--- src/rtl/fip_32_pkg.sv ---
// Shared definitions for the Q16.16 fixed-point 3x3 determinant datapath:
// number format, matrix type, FSM encoding and overflow helpers.
package fip_32_pkg;

    localparam int FRAC_BITS = 16;
    localparam int FIX_W     = 32;

    typedef logic signed [FIX_W-1:0] fix_t;

    // [row][col]; operands a..i map row-major onto [0][0]..[2][2]
    typedef fix_t [2:0][2:0] mat_t;

    typedef enum logic [1:0] {
        ST_IDLE,
        ST_MUL,
        ST_DONE
    } state_t;

    localparam logic [3:0] STEP_ACC_FIRST = 4'd6;
    localparam logic [3:0] STEP_LAST      = 4'd8;

    function automatic logic add_ovf(input fix_t x, input fix_t y, input fix_t s);
        return (x[FIX_W-1] == y[FIX_W-1]) && (s[FIX_W-1] != x[FIX_W-1]);
    endfunction

    function automatic logic sub_ovf(input fix_t x, input fix_t y, input fix_t d);
        return (x[FIX_W-1] != y[FIX_W-1]) && (d[FIX_W-1] != x[FIX_W-1]);
    endfunction

endpackage

--- src/rtl/fip_32_mult.sv ---
// Combinational Q16.16 multiplier: full 64-bit product, arithmetic shift
// by FRAC_BITS (truncation toward -inf), wrapped 32-bit result plus overflow.
module fip_32_mult
    import fip_32_pkg::*;
(
    input  fix_t a,
    input  fix_t b,
    output fix_t p,
    output logic ovf
);

    logic signed [2*FIX_W-1:0] full;
    logic signed [2*FIX_W-1:0] scaled;

    // Sign-extended operands make the low 64 bits of the product exact.
    assign full   = {{FIX_W{a[FIX_W-1]}}, a} * {{FIX_W{b[FIX_W-1]}}, b};
    assign scaled = full >>> FRAC_BITS;

    // Result fits only if bits above the Q16.16 sign bit are all sign copies.
    assign ovf = (scaled[2*FIX_W-1:FIX_W-1] != {(FIX_W+1){scaled[FIX_W-1]}});
    assign p   = scaled[FIX_W-1:0];

endmodule

--- src/rtl/fip_32_3b3_det_seq.sv ---
// Sequential Q16.16 3x3 determinant by cofactor expansion along row 0,
// using one shared multiplier over nine steps with a valid/ready handshake.
module fip_32_3b3_det_seq
    import fip_32_pkg::*;
(
    input  logic i_clk,
    input  logic i_rst_n,
    input  logic i_valid,
    output logic o_ready,
    input  mat_t i_array,
    output logic o_valid,
    input  logic i_ready,
    output fix_t o_det,
    output logic o_overflow,
    output logic o_busy
);

    logic [1:0] rst_meta;
    logic       rst_n;

    state_t     state_q, state_d;
    logic [3:0] step_q;
    mat_t       mat_q;
    fix_t       prod_q [6];
    fix_t       acc_q;
    logic       sticky_q;
    fix_t       det_q;
    logic       ovf_q;

    fix_t       op_a, op_b;
    fix_t       sub_x, sub_y, diff;
    fix_t       mult_p;
    logic       mult_ovf;
    fix_t       sum;
    logic       acc_step;
    logic       step_ovf;
    logic       accept;

    // Reset asserts asynchronously but is released only on a clock edge.
    always_ff @(posedge i_clk or negedge i_rst_n) begin
        if (!i_rst_n) begin
            rst_meta <= 2'b00;
        end else begin
            rst_meta <= {rst_meta[0], 1'b1};
        end
    end

    assign rst_n = rst_meta[1];

    assign accept   = (state_q == ST_IDLE) && i_valid;
    assign acc_step = (step_q >= STEP_ACC_FIRST);

    // Steps 0..5 form the six minor products; steps 6..8 weight each minor
    // difference by its row-0 coefficient.
    always_comb begin
        // NOTE: every combinational output gets a default first, so no path
        // through the case leaves one unassigned and infers a latch.
        op_a  = '0;
        op_b  = '0;
        sub_x = '0;
        sub_y = '0;
        case (step_q)
            4'd0: begin op_a = mat_q[1][1]; op_b = mat_q[2][2]; end
            4'd1: begin op_a = mat_q[1][2]; op_b = mat_q[2][1]; end
            4'd2: begin op_a = mat_q[1][2]; op_b = mat_q[2][0]; end
            4'd3: begin op_a = mat_q[1][0]; op_b = mat_q[2][2]; end
            4'd4: begin op_a = mat_q[1][0]; op_b = mat_q[2][1]; end
            4'd5: begin op_a = mat_q[1][1]; op_b = mat_q[2][0]; end
            4'd6: begin op_a = mat_q[0][0]; sub_x = prod_q[0]; sub_y = prod_q[1]; end
            4'd7: begin op_a = mat_q[0][1]; sub_x = prod_q[2]; sub_y = prod_q[3]; end
            4'd8: begin op_a = mat_q[0][2]; sub_x = prod_q[4]; sub_y = prod_q[5]; end
            default: ;
        endcase
        diff = sub_x - sub_y;
        if (acc_step) begin
            op_b = diff;
        end
    end

    fip_32_mult u_mult (
        .a   (op_a),
        .b   (op_b),
        .p   (mult_p),
        .ovf (mult_ovf)
    );

    assign sum      = acc_q + mult_p;
    assign step_ovf = mult_ovf
                    | (acc_step & (sub_ovf(sub_x, sub_y, diff) | add_ovf(acc_q, mult_p, sum)));

    always_comb begin
        state_d = state_q;
        case (state_q)
            ST_IDLE: if (i_valid)             state_d = ST_MUL;
            ST_MUL:  if (step_q == STEP_LAST) state_d = ST_DONE;
            ST_DONE: if (i_ready)             state_d = ST_IDLE;
            default:                          state_d = ST_IDLE;
        endcase
    end

    // NOTE: sequential state uses non-blocking assignments so every register
    // samples pre-edge values regardless of statement order.
    always_ff @(posedge i_clk or negedge rst_n) begin
        if (!rst_n) begin
            state_q  <= ST_IDLE;
            step_q   <= '0;
            acc_q    <= '0;
            sticky_q <= 1'b0;
            det_q    <= '0;
            ovf_q    <= 1'b0;
        end else begin
            state_q <= state_d;
            if (accept) begin
                step_q   <= '0;
                acc_q    <= '0;
                sticky_q <= 1'b0;
            end else if (state_q == ST_MUL) begin
                step_q   <= step_q + 4'd1;
                sticky_q <= sticky_q | step_ovf;
                if (acc_step) begin
                    acc_q <= sum;
                end
                if (step_q == STEP_LAST) begin
                    det_q <= sum;
                    ovf_q <= sticky_q | step_ovf;
                end
            end
        end
    end

    // NOTE: operand and product storage is left unreset; it is always written
    // before being read within an evaluation, so a reset would only cost area.
    always_ff @(posedge i_clk) begin
        if (accept) begin
            mat_q <= i_array;
        end
        if ((state_q == ST_MUL) && !acc_step) begin
            prod_q[step_q[2:0]] <= mult_p;
        end
    end

    assign o_ready    = (state_q == ST_IDLE);
    assign o_valid    = (state_q == ST_DONE);
    assign o_busy     = (state_q != ST_IDLE);
    assign o_det      = det_q;
    assign o_overflow = ovf_q;

endmodule

--- config.mk ---
export PLATFORM = sky130hd
export DESIGN_NAME = fip_32_3b3_det_seq
export DESIGN_NICKNAME = d
export VERILOG_FILES = /design/src/rtl/fip_32_pkg.sv /design/src/rtl/fip_32_mult.sv /design/src/rtl/fip_32_3b3_det_seq.sv
export SDC_FILE = /design/constraint.sdc
export NUM_CORES = 2
export LEC_CHECK = 0
export BUFFER_PORTS_ARGS = -buffer_cell sky130_fd_sc_hd__buf_2
export CORE_ASPECT_RATIO = 1.2
export CORE_MARGIN = 5
export CORE_UTILIZATION = 40
export DETAILED_ROUTE_END_ITERATION = 12
export PLACE_DENSITY = 0.6
export SLEW_MARGIN = 0
export SYNTH_ARGS = -nofsm -noshare
export SYNTH_HDL_FRONTEND = slang
export SYNTH_HIERARCHICAL = 1
export SYNTH_SLANG_ARGS = --single-unit
--- constraint.sdc ---
create_clock -name i_clk -period 3.5 [get_ports i_clk]
set_clock_uncertainty 0.1 [all_clocks]
set_input_delay 0.7 -clock i_clk [delete_from_list [all_inputs] [get_ports i_clk]]
set_output_delay 0.7 -clock i_clk [all_outputs]
set_load 0.01 [all_outputs]
# Yosys cells after proc, flatten, opt, wreduce, memory -nomap -nowiden
# Memory sizes are Yosys's and may differ from the RTL's.
# Index checks and enable logic that the tools add are counted.
totals:
  ramBits: 192
  output_inout_bits: 36
  wordCells: 82
  reg_bits: 362
  n_memories: 1
  input_bits: 292
op_classes:
  order_cmp: 1
  addsub: 3
  n_mul: 1
  muxes: 18
  bitwise: 5
  eq_ne: 18
  n_reduce_logical: 19
memory_table:
  columns: ["name", "words", "width", "read_ports", "rd_clocked_by_memory_dff", "wr", "line", "text"]
  rows:
  - ["prod_q", 6, 32, 6, 0, 1, "fip_32_3b3_det_seq.sv:24", "fix_t prod_q [6];"]
ops:
  columns: ["op", "n"]
  rows:
  - ["$pmux W32 S3", 3]
  - ["$pmux W32 S6", 1]
  - ["$mux W32", 4]
  - ["$mul A32 B32 Y64", 1]
  - ["$add A32 B32 Y32", 1]
  - ["$ne A32 B32 Y1", 1]
  - ["$sub A32 B32 Y32", 1]
  - ["$eq A4 B3 Y1 const B", 4]
  - ["$reduce_or A2 Y1", 6]
  - ["$eq A4 B2 Y1 const B", 2]
  - ["$mux W4", 2]
  - ["$mux W2", 3]
  - ["$pmux W2 S3", 1]
  - ["$reduce_and A3 Y1", 2]
  - ["$reduce_bool A2 Y1", 3]
  - ["$add A4 B1 Y4 const B", 1]
  - ["$eq A4 B1 Y1 const B", 1]
  - ["$eq A4 B4 Y1 const B", 1]
  - ["$ge A4 B3 Y1 const B", 1]
  - ["$logic_and A1 B1 Y1", 4]
  - ["$logic_not A4 Y1", 1]
  - ["$mux W1", 4]
  - ["$ne A2 B2 Y1 const B", 2]
  - ["$ne A1 B1 Y1", 3]
  - ["other kinds (10)", 12]

# Longest topological paths before layout
logic_depth:
  word_depth: 14
  ltp_mapped: 55
  ltp_nobuf: 53

# By module
# The synthesis kept the hierarchy.
by_module_without_submodules:
  columns: ["module", "cells_each", "area_each_um2", "n_inst", "seq_area_each_um2"]
  rows:
  - ["fip_32_mult", 3802, 35838.1, 1, 0.0]
  - ["fip_32_3b3_det_seq", 1603, 23005.8, 1, 16265.6]

# Least setup slack after synthesis
# OpenSTA, ideal clock, no wires.
synth_timing:
  path_kind: "register to register"
  startpoint: "register step_q[0]"
  endpoint: "register acc_q[30]"
  arrival_ns: 12.427
  n_path_buf: 4
  setup_time_ns: 0.082
  setup_slack_ns: -9.109
  synth_period_minus_slack_ns: 12.609
  required_ns: 3.318
  path_stages_with_launch: 56
  path_cell_list: "dfrtp_1 inv_1 ha_1 nand2b_1 nor2_1 clkbuf_1 buf_1 a222oi_1 ha_1 fa_1 nor2b_1 o21a_1 o21ai_1 a211oi_1 o21ai_1 a21boi_1 o21ai_1 nor3b_1 (+20 left out) o21bai_1 a41oi_1 nand3_1 a21boi_0 o221ai_1 a21oi_1 o21ai_0 xor2_1 ha_1 a21o_1 a21oi_1 inv_1 or3_1 o21ai_0 o31ai_1 a2111oi_2 a31oi_1 a31oi_1"
synth_between:
  elab_chain_len: 9
  word_cells_on_any_way: 29
  classes_between: "add/sub (2); mul (1); order compare (1); eq/ne (8); mux (8); reduce/logical (9)"
synth_lines:
  columns: ["element", "line", "text"]
  rows:
  - ["start, declared", "fip_32_3b3_det_seq.sv:22", "logic [3:0] step_q;"]
  - ["start signal, assigned", "fip_32_3b3_det_seq.sv:118", "step_q <= step_q + 4'd1;"]
  - ["$eq A4 B4 Y1 (tied with other cells)", "fip_32_3b3_det_seq.sv:62", "case (step_q)"]
  - ["$pmux W32 S3 / $reduce_or A2 Y1 (equally long branches)", null, null]
  - ["$sub A32 B32 Y32 / $pmux W32 S3 (equally long branches)", "fip_32_3b3_det_seq.sv:74, fip_32_3b3_det_seq.sv:62", null]
  - ["$mux W32 *", "fip_32_3b3_det_seq.sv:75", "if (acc_step) begin"]
  - ["net op_b[12]", "fip_32_3b3_det_seq.sv:30", "fix_t op_a, op_b;"]
  - ["$mul A32 B32 Y64 *", "fip_32_mult.sv:16", "assign full = {{FIX_W{a[FIX_W-1]}}, a} * {{FIX_W{b[FIX_W-1]}}, b};"]
  - ["net mult_p[23]", "fip_32_3b3_det_seq.sv:32", "fix_t mult_p;"]
  - ["$add A32 B32 Y32 *", "fip_32_3b3_det_seq.sv:87", "assign sum = acc_q + mult_p;"]
  - ["$mux W32 *", "fip_32_3b3_det_seq.sv:120", "if (acc_step) begin"]
  - ["$mux W32 *", "fip_32_3b3_det_seq.sv:117", "end else if (state_q == ST_MUL) begin"]
  - ["$mux W32 *", "fip_32_3b3_det_seq.sv:113", "if (accept) begin"]
  - ["end signal, assigned", "fip_32_3b3_det_seq.sv:121", "acc_q <= sum;"]
  - ["end, declared", "fip_32_3b3_det_seq.sv:25", "fix_t acc_q;"]
# Mark *: on every way through the listed nets, which the timed path passes. The rest lies on a longest branch. The select of a mux whose other input is x is not followed.
# A chain may end at the register's enable or synchronous reset.

# Worst setup path in the final report
layout_timing:
  startpoint: "register step_q[1]"
  endpoint: "register sticky_q"
layout_between:
  word_cells_on_any_way: 37
  classes_between: "add/sub (2); mul (1); order compare (1); eq/ne (13); mux (7); bitwise (4); reduce/logical (9)"
layout_lines:
  columns: ["element", "line", "text"]
  rows:
  - ["$eq A4 B4 Y1 (tied with other cells)", "fip_32_3b3_det_seq.sv:62", null]
  - ["$pmux W32 S3 / $reduce_or A2 Y1 (equally long branches)", null, null]
  - ["$sub A32 B32 Y32 / $pmux W32 S3 (equally long branches)", "fip_32_3b3_det_seq.sv:74, fip_32_3b3_det_seq.sv:62", null]
  - ["$mux W32 *", "fip_32_3b3_det_seq.sv:75", null]
  - ["net op_b[28]", "fip_32_3b3_det_seq.sv:30", null]
  - ["$mul A32 B32 Y64 *", "fip_32_mult.sv:16", null]
  - ["$ne A32 B32 Y1 *", "fip_32_mult.sv:20", "assign ovf = (scaled[2*FIX_W-1:FIX_W-1] != {(FIX_W+1){scaled[FIX_W-1]}});"]
  - ["net mult_ovf", "fip_32_3b3_det_seq.sv:33", "logic mult_ovf;"]
  - ["$or A1 B1 Y1 *", "fip_32_3b3_det_seq.sv:89", "| (acc_step & (sub_ovf(sub_x, sub_y, diff) | add_ovf(acc_q, mult_p, sum)));"]
  - ["$or A1 B1 Y1 *", "fip_32_3b3_det_seq.sv:119", "sticky_q <= sticky_q | step_ovf;"]
  - ["$mux W1 *", "fip_32_3b3_det_seq.sv:117", null]
  - ["$mux W1 *", "fip_32_3b3_det_seq.sv:113", null]
  - ["end signal, assigned", "fip_32_3b3_det_seq.sv:119", null]
  - ["end, declared", "fip_32_3b3_det_seq.sv:26", "logic sticky_q;"]
# Marked as above.

==> qor.csv <==
metric,value,unit
"Cell Area, Synth",58800,um2
Syn Nets,7026,
failing checks,negative setup slack,
DIE HEIGHT,430,um
setup violators final,258,
H-tree lvl count,2,
register area share after synthesis,27.6,%
core footprint,147000,um2
"top cells by area, synth","fa_1, edfxtp_1, inv_1, and2_1, ha_1",
compound-cell area share of the yosys netlist,7.53,%
unrepaired setup endpoints after global routing,yes,
antenna violations before repair,9,
met2 wire length,88300,um
vias in the first global route,47491,
Layout area overhead,28.2,%
Via Count,43605,
CP max FO,8,
Total Neg Setup Slack,-1848590,ps
final-report max-slew violation count,0,
largest family of logic cells by synthesized area,adder cells,
Tcrit/Tclk final,353,%
final WL,175000,um
most common flop cell mapped by yosys,edfxtp_1,
min-delay src,i_array[230],
Die X-Extent,360,um
Initial Util,40.1,%
worst r2r src,step_q[1],
vias per cell,5.14,
Nets,8107,
YS warnings,6,
CP Launch Point,step_q[1],
Met1 Routed Length,70700,um
post-synth top area share,36.8,%
Crit-path slowest cell,fa_2,
Setup CP Type,flop to flop,
Max Root-Sink Buffers,3,
share of layout cells above drive strength 1,27.7,%
Post-Place Cell Area,70700,um2
CTS tree,yes,
DRT Pass-1 Iters,7,
adder-cell share of the synthesized area,42.1,%
gpl congestion,0.903,
first-pass GRT wire length,272000,um
Critical Path Start Type,flop,
placed insts,8279,
Cell variety after synth,83,
Synth Register Bits,554,
Routed Antenna Nets,0,
CP arrival,12730,ps
I/O pins,328,
drt wl/cell,20.6,um
min cycle time layout,12350,ps
Crit path required time,3880,ps
met3 wire len,9280,um
Die Footprint,155000,um2
Worst-Skew Late Latency,600,ps
most common cell type on the critical path,fa_1,
Synth Area in XOR/XNOR,1.66,%
post-DP HPWL,142000,um
Final WS setup,-8850,ps
Post-synth EDFFs,480,
multiplexer share of the synthesized area,0.213,%
maximum clock rate,81.0,MHz
DR top layer,met5,
slew margin rel.,34.4,%
Hold Slack,179,ps
CTS Buf Count,47,
final hold vios,0,
DRT iter0 DRCs,2963,
Finished Cell Area,75400,um2
Hold Crit Class,input pin to flop,
Synth async-reset ratio,13.4,%
Least-Margin Pin Slew,984,ps
Cell Rows,154,
Root Driver,clkbuf_16,
GRT Resource Usage Total,22.4,%
Syn Area/Cell,10.9,um2
crit path capture type,flop,
"CTS clk-pin slew, worst paths",70,ps
synthesized instance count,5405,
simple-gate share of the synthesized area,12.8,%
DRC,0,
largest net degree at the start of global routing,89,
Port-buffer cells,327,
global route overflow,0,
Finished Layout Cells,8478,
maxcap violations,0,
Max stage delay on crit path,590,ps
CTS sink count,554,
status,"complete, but fails checks",
cell taking the most area after synthesis,fa_1,
## layout by cell type (no fill, tap or decap), types with 12 or more instances in the layout
master | Yosys | layout
nand2_1 | 679 | 662
o22ai_2 | 0 | 22
a21oi_4 | 1 | 12
nand2b_1 | 32 | 31
o21ai_0 | 58 | 31
dfrtp_1 | 74 | 71
xnor2_2 | 0 | 18
a21oi_1 | 124 | 76
ha_4 | 0 | 44
nand3_1 | 80 | 76
a21oi_2 | 1 | 38
buf_2 | 15 | 327
and2_1 | 513 | 498
buf_4 | 0 | 808
inv_2 | 0 | 27
o21ai_1 | 34 | 29
edfxtp_1 | 480 | 480
and2_4 | 0 | 16
fa_2 | 0 | 34
a22oi_1 | 100 | 99
clkbuf_16 | 0 | 51
o21a_1 | 17 | 17
o21ai_4 | 0 | 12
nand4_1 | 29 | 29
buf_12 | 0 | 117
nor2_2 | 0 | 13
and3_1 | 18 | 13
ha_1 | 246 | 198
inv_1 | 973 | 944
xnor2_1 | 63 | 38
a21o_1 | 44 | 43
fa_1 | 1083 | 1049
buf_6 | 1 | 59
nor2_1 | 95 | 74
xor2_1 | 46 | 30
nor3_1 | 25 | 16
o21ai_2 | 2 | 22
a222oi_1 | 94 | 94
## sequential cells by signal, summed over array words and instances, names as in the netlist
name	count
mat_q	288
prod_q	192
acc_q	32
o_det	32
step_q	4
rst_meta	2
state_q	2
o_overflow	1
sticky_q	1
## cell usage after synthesis, types with 6 or more instances
cell type     n
fa_1       1083
inv_1       973
nand2_1     679
and2_1      513
edfxtp_1    480
clkbuf_1    266
ha_1        246
a21oi_1     124
a22oi_1     100
nor2_1       95
a222oi_1     94
nand3_1      80
dfrtp_1      74
xnor2_1      63
o21ai_0      58
xor2_1       46
a21o_1       44
o21ai_1      34
nand2b_1     32
nand4_1      29
o22ai_1      27
nor3_1       25
and3_1       18
o21a_1       17
buf_2        15
a211oi_1     13
o21bai_1     12
a31oi_1      10
o211ai_1     10
nor2b_1       9
mux2i_1       8
o2111ai_1     8
o32ai_1       8
o31ai_1       7
a41oi_1       6
and4_1        6
nor4_1        6
## repair_timing
| action | CTS | global route |
|---|---|---|
| pin swaps | 111 | 157 |
| endpoints found under the hold margin | 2 | 0 |
| resized for setup | 219 | 229 |
| hold buffers | 1 | 0 |
| gates cloned | 2 | 1 |
| buffers inserted | 60 | 54 |
| endpoints found under the setup margin | 258 | 258 |
## path summary, 6_finish.rpt
check | endpoint | slack (ps) | depth (start not counted)
worst max-delay path | sticky_q | -8850 | 47
worst max register to register | sticky_q | -8850 | 47
min in group asynchronous | rst_meta[1] | 320 | 2
worst min register to register | rst_meta[1] | 260 | 0
worst min-delay path | mat_q[230] | 180 | 1
max in group asynchronous | step_q[1] | 2220 | 0
## worst max-delay path, delay by kind of cell, from the launching register on
family	cells	cell delay (ps)
mux	1	150
simple gates	7	1640
flops	1	470
xor+xnor	2	320
buf+inv	11	1560
compound gates	14	2930
fa+ha+maj	12	5030
## per-layer routing
metal | track usage [%] | up-vias
met1 | 29.3 | 22587
met4 | 6.79 | 2
met5 | 0 | -
li1 | - | 19381
met3 | 2.26 | 270
met2 | 39.3 | 1365
## cells by family after synthesis
logic type	Yosys count
flops	554
simple gates	1520
xor+xnor	110
buf+inv	1262
compound gates	617
fa+ha+maj	1329
other cells	1
mux	12
## area by class of cell
cell class,count,area (um2)
Timing Repair Buffer,1320,10900
Clock inverter,27,313
Multi-Input combinational cell,3589,40600
Sequential cell,554,16300
Inverter,974,3670
Fill cell,12663,71200
Tap cell,1950,2440
Antenna cell,6,15.0
Clock buffer,58,1260
## stage by stage
stage | utilization, % | setup WS (ps)
2_1_floorplan | - | -8030
3_3_place_gp | 48.2 | -9210
3_5_place_dp | 48.2 | -9280
4_1_cts | 50.4 | -8700
5_1_grt | 51.4 | -9150
6_report | 51.4 | -8850
Power is not shown: default switching activity piles up to over one toggle a cycle in this logic, so the estimate is an artifact.
